`src/rtl/timer_mmio.sv`:
```
// Memory-mapped 32-bit timer: prescaler, compare/match with optional auto-reload, W1C status, IRQ.
// Optional input-capture channel is built when TIMER_MMIO_CAPTURE_EN is defined.
module timer_mmio #(
    parameter logic [4:0] pBASE = 5'b11110
) (
    input  logic        iCLK,
    input  logic        iRST,
    input  logic        iTMR_CE,
    input  logic        iTMR_RD,
    input  logic        iTMR_WR,
    input  logic [7:0]  iTMR_ADDR,
    input  logic [31:0] iTMR_DATA,
    output logic [31:0] oTMR_DATA,
    output logic        oTMR_SEL,
    output logic        oTMR_IRQ
`ifdef TIMER_MMIO_CAPTURE_EN
    ,
    input  logic        iCAP
`endif
);

    logic        hit;
    logic [2:0]  offset;
    logic        wr_en;
    logic        rd_en;

    logic        en;
    logic        auto_reload;
    logic        irq_en;
    logic [7:0]  prescale;
    logic [7:0]  presc_cnt;
    logic [31:0] count;
    logic [31:0] compare;
    logic        match;
    logic        capf;
    logic [31:0] capture;
    logic [31:0] rd_data;

    logic        cnt_wr;
    logic        st_wr;
    logic        tick;
    logic        match_set;

    assign hit    = iTMR_CE && (iTMR_ADDR[7:3] == pBASE);
    assign offset = iTMR_ADDR[2:0];
    assign wr_en  = hit && iTMR_WR;
    assign rd_en  = hit && iTMR_RD;

    assign cnt_wr    = wr_en && (offset == 3'd1);
    assign st_wr     = wr_en && (offset == 3'd3);
    // A bus write to COUNT swallows the tick entirely, including its match.
    assign tick      = en && (presc_cnt == prescale) && !cnt_wr;
    assign match_set = tick && (count == compare);

    // NOTE: state registers use non-blocking assignments so every flop samples pre-edge values.
    always_ff @(posedge iCLK) begin
        if (iRST) begin
            en          <= 1'b0;
            auto_reload <= 1'b0;
            irq_en      <= 1'b0;
            prescale    <= 8'd0;
            presc_cnt   <= 8'd0;
            count       <= 32'd0;
            compare     <= 32'hFFFF_FFFF;
            match       <= 1'b0;
        end else begin
            if (wr_en && (offset == 3'd0)) begin
                en          <= iTMR_DATA[0];
                auto_reload <= iTMR_DATA[1];
                irq_en      <= iTMR_DATA[2];
                prescale    <= iTMR_DATA[15:8];
            end
            if (wr_en && (offset == 3'd2)) begin
                compare <= iTMR_DATA;
            end
            if (cnt_wr) begin
                count     <= iTMR_DATA;
                presc_cnt <= 8'd0;
            end else if (en) begin
                if (tick) begin
                    presc_cnt <= 8'd0;
                    count     <= (match_set && auto_reload) ? 32'd0 : count + 32'd1;
                end else begin
                    presc_cnt <= presc_cnt + 8'd1;
                end
            end
            // Hardware set outranks a same-cycle write-1-to-clear.
            match <= match_set || (match && !(st_wr && iTMR_DATA[0]));
        end
    end

`ifdef TIMER_MMIO_CAPTURE_EN
    logic cap_s1;
    logic cap_s2;
    logic cap_d;
    logic cap_rise;

    assign cap_rise = cap_s2 && !cap_d;

    always_ff @(posedge iCLK) begin
        if (iRST) begin
            cap_s1  <= 1'b0;
            cap_s2  <= 1'b0;
            cap_d   <= 1'b0;
            capture <= 32'd0;
            capf    <= 1'b0;
        end else begin
            cap_s1 <= iCAP;
            cap_s2 <= cap_s1;
            cap_d  <= cap_s2;
            if (cap_rise) begin
                capture <= count;
            end
            capf <= cap_rise || (capf && !(st_wr && iTMR_DATA[1]));
        end
    end
`else
    assign capf    = 1'b0;
    assign capture = 32'd0;
`endif

    // NOTE: rd_data gets a default before the case so no latch is inferred for unmapped offsets.
    always_comb begin
        rd_data = 32'd0;
        case (offset)
            3'd0:    rd_data = {16'd0, prescale, 5'd0, irq_en, auto_reload, en};
            3'd1:    rd_data = count;
            3'd2:    rd_data = compare;
            3'd3:    rd_data = {30'd0, capf, match};
            3'd4:    rd_data = capture;
            default: rd_data = 32'd0;
        endcase
    end

    always_ff @(posedge iCLK) begin
        if (iRST) begin
            oTMR_DATA <= 32'd0;
            oTMR_SEL  <= 1'b0;
        end else begin
            oTMR_DATA <= rd_en ? rd_data : 32'd0;
            oTMR_SEL  <= rd_en;
        end
    end

    assign oTMR_IRQ = match && irq_en;

endmodule

```
`config.mk`:
```
export PLATFORM = sky130hd
export DESIGN_NAME = timer_mmio
export DESIGN_NICKNAME = d
export VERILOG_FILES = /design/src/rtl/timer_mmio.sv
export SDC_FILE = /design/constraint.sdc
export NUM_CORES = 1
export LEC_CHECK = 0
export CORE_ASPECT_RATIO = 0.7
export CORE_MARGIN = 10
export CORE_UTILIZATION = 35
export DETAILED_ROUTE_END_ITERATION = 7
export GPL_ROUTABILITY_DRIVEN = 0
export HOLD_SLACK_MARGIN = 0.03
export PLACE_DENSITY_LB_ADDON = 0.08
export SYNTH_ARGS = -nofsm -noshare
export SYNTH_HDL_FRONTEND = slang
export SYNTH_SLANG_ARGS = --single-unit
```
`constraint.sdc`:
```
create_clock -name iCLK -period 2.2 [get_ports iCLK]
set_input_delay 0.55 -clock iCLK [delete_from_list [all_inputs] [get_ports iCLK]]
set_output_delay 0.55 -clock iCLK [all_outputs]
set_load 0.01 [all_outputs]
```
==> run_results.csv <==
group,metric,value,unit
power,power_density,647,mW/mm^2
cells_and_area,diodes,0,
synth,syn_avg_cell_area,8.58,um^2
synth,synth-simple-area-share,0.249,
worst_setup_path,cp.required,2.48,ns
worst_setup_path,criticalPathCategory,"flip-flop to flip-flop",
cells_and_area,layout_commonest_cell,"dfxtp_1",
sta,setup_viol,0,
global_routing,antenna_found_initial,0,
worst_setup_path,cp_slowest_stage_delay,0.43,ns
synth,synth_area,0.00618,mm^2
sta,worst_slack,0.123,ns
place,place_ws,-0.170,ns
worst_setup_path,crit_arrival,2.35,ns
route,via_per_inst,5.40,
synth,ys_ff_latch,117,
synth,yosysUniqueCellTypes,54,
clocking,postCtsHoldBufs,0,
sta,skew,0.00876,ns
synth,synthCells,720,
power,fin_total_pwr,5260,uW
global_routing,grt_pass1_vias,5712,
clocking,tritoncts,"done",
place,port_buffers,78,
worst_setup_path,critPathMaxFanout,12,
worst_hold_path,hold_path_class,"flip-flop to flip-flop",
synth,synth-xor-area-share,0.0893,
route,route.detailed.drc,0,
cells_and_area,final_util,0.471,
sta,fin_crit_sh,0.944,
cells_and_area,drive_gt1_frac,0.167,
worst_setup_path,cp_cell_sequence,"xor2_1 > nor4_2 > buf_4 > nand4_1 > nor3_4 > buf_4 > o32ai_1",
sta,slew_violations,0,
worst_setup_path,worstRegToRegCells,7,
cells_and_area,syn2layout_area_growth,31.5,%
floorplan,start_util,0.358,
sta,worstMarginPinSlew,0.778,ns
route,final_antenna_net_count,0,
global_routing,use_met3,0.0509,
synth,syn_nets,767,
global_routing,grt_max_degree,34,
floorplan,placementRows,40,
cells_and_area,final_nets,869,
global_routing,grt_overflow,0,
synth,synth_top_family_by_area,"simple AND/OR/NAND/NOR gates",
worst_setup_path,startpoint_type,"flip-flop",
worst_setup_path,cpMostUsedCell,"buf_4",
clocking,clkTransAtPathRegs,0.05,ns
floorplan,die_w,179,um
route,first_iter_violations,493,
status,status,"finished, final reports clean",
clocking,cts_buffers,17,
route,drt_pass1_iterations,5,
sta,fmax,481,MHz
worst_setup_path,cp_slowest_cell,"dfxtp_1",
global_routing,grt_pass1_wl,33100,um
power,p_leak,0.00317,uW
place,hpwl,15400,um
sta,hold_viol,0,
run,cap_violations,0,
global_routing,grt.met2_usage,0.244,
sta,period_minus_slack,2.08,ns
synth,synth_warnings,0,
global_routing,gr-usage-met1,0.264,
route,post_drt_wl_per_cell,19.6,um
sta,relSlewSlack,0.480,
clocking,htree_levels,4,
route,routed_wl,20900,um
route,vias,5750,
clocking,cts-root-buf,"clkbuf_16",
floorplan,core,0.0173,mm^2
floorplan,die_area,0.0235,mm^2
synth,async_flop_share,0,
worst_hold_path,hold_depth,2,
power,ir_worst_vdd,0.000359,V
global_routing,top_usage_layer,"met1",
synth,synth_edf_count,0,
sta,hold_slack,0.499,ns
worst_setup_path,worstSetupEndpointType,"flip-flop",
cells_and_area,layout_common_cells,"dfxtp_1 (117), nand2_1 (114), clkdlybuf4s50_1 (77)",
floorplan,io_pins,79,
synth,ys_seq_area_frac,0.379,
synth,synth_fa_ha_area_frac,0.00405,
clocking,cts_buffer_depth,2,
synth,synth_ff_type,"dfxtp_1",
cells_and_area,fill_cells,1700,
clocking,clock_latency,0.42,ns
synth,synth.area.mux_share,0.0340,
floorplan,die-height,131,um
clocking,cts.sinks,117,
sta,rsz0062_at_grt,"false",
global_routing,track_usage,0.177,
synth,synth_compound_gate_area_share,0.172,
==> what timing repair did <==
item                       in CTS  in global routing
buffers inserted                0                  0
setup endpoints to repair       0                 31
gates resized for setup         0                  4
==> path summary, 6_finish.rpt <==
path | startpoint | end | slack (ns)
max | count[2] | count[26] | 0.12
max reg2reg | count[2] | count[26] | 0.12
min | compare[20] | compare[20] | 0.50
min reg2reg | compare[20] | compare[20] | 0.50
==> registers in the layout, indices dropped and copies added, names as in the netlist, 8 cells and up <==
register	flops
compare	32
count	32
oTMR_DATA	32
presc_cnt	8
prescale	8
==> power by group <==
part | switching (uW) | internal, uW | total (uW) | leakage [uW]
Sequential | 1.71 | 2120 | 2120 | 0.000943
Clock | 968 | 1920 | 2890 | 0.000294
Combinational | 125 | 122 | 247 | 0.00193
Total | 1090 | 4170 | 5260 | 0.00317
==> cell type report <==
| class | count | area, um^2 | area share |
|---|---|---|---|
| multi-input combinational | 523 | 3430 | 0.422 |
| tap | 231 | 289 | 0.0356 |
| timing repair buffer | 152 | 1420 | 0.175 |
| clock inverter | 3 | 90.1 | 0.0111 |
| inverter | 11 | 41.3 | 0.00508 |
| sequential | 117 | 2340 | 0.288 |
| clock buffer | 27 | 513 | 0.0631 |
==> layer usage <==
metal	part of all wire	vias to the layer above
met3	0.078	13
met1	0.50	2776
met5	0	-
met4	0.0057	0
li1	-	2767
met2	0.41	194
==> through the flow <==
stage	TNS (ns)	cells	area (um^2)
after floorplan	0	720	6180
after detailed placement	-5.84	1034	7500
after global routing	0	1064	8130
final	0	1064	8130
after CTS	0	1064	8100
after global placement	-4.26	1034	7500
==> cell usage after synthesis, types with 2 or more instances <==
cell type  count  share of area
mux2i_1       21          0.034
xnor2_1       17          0.024
buf_4          5         0.0061
nor2b_1        3         0.0030
nand4_1       16          0.016
o32ai_1       26          0.037
nand2_1      114          0.069
o31a_2         9          0.015
clkbuf_1      33          0.020
buf_6          8          0.015
o21a_1         4         0.0049
nand3_1       44          0.036
buf_1          4         0.0024
and3_1         2         0.0020
or3_1          3         0.0030
or2_2          5         0.0051
nor4_1        18          0.018
o211ai_1       5         0.0061
nand2b_1       2         0.0020
xor2_1        46          0.065
nor4_2         2         0.0040
nor3_1         5         0.0040
nor2_1        62          0.038
clkbuf_8       4         0.0089
and2_1         5         0.0051
ha_1           2         0.0040
a2bb2oi_1     27          0.038
a22oi_1       21          0.026
nor4_4         3          0.010
a21oi_1       12         0.0097
inv_1         11         0.0067
buf_2         13          0.011
dfxtp_1      117           0.38
nor3_2         2         0.0032
o41ai_2        5          0.013
and4_1         6         0.0085
o21ai_0       16          0.013
a31oi_1        6         0.0061
==> worst max-delay path, delay by kind of cell (launching register included) <==
family	cells	cell delay [ns]
and+or+nand+nor	3	0.80
DFF	1	0.43
buffers and inverters	2	0.40
xor gates and xnor gates	1	0.17
AOI/OAI and AO/OA	1	0.12
==> kinds of logic (layout without fill, tap and decap cells) <==
| group | Yosys count | after routing |
|---|---|---|
| and+or+nand+nor | 303 | 303 |
| AOI/OAI and AO/OA | 134 | 134 |
| DFF | 117 | 117 |
| muxes | 21 | 21 |
| xor gates and xnor gates | 63 | 63 |
| buffers and inverters | 80 | 193 |
| adders and majority gates | 2 | 2 |
Power figures use the tool's default switching activity.
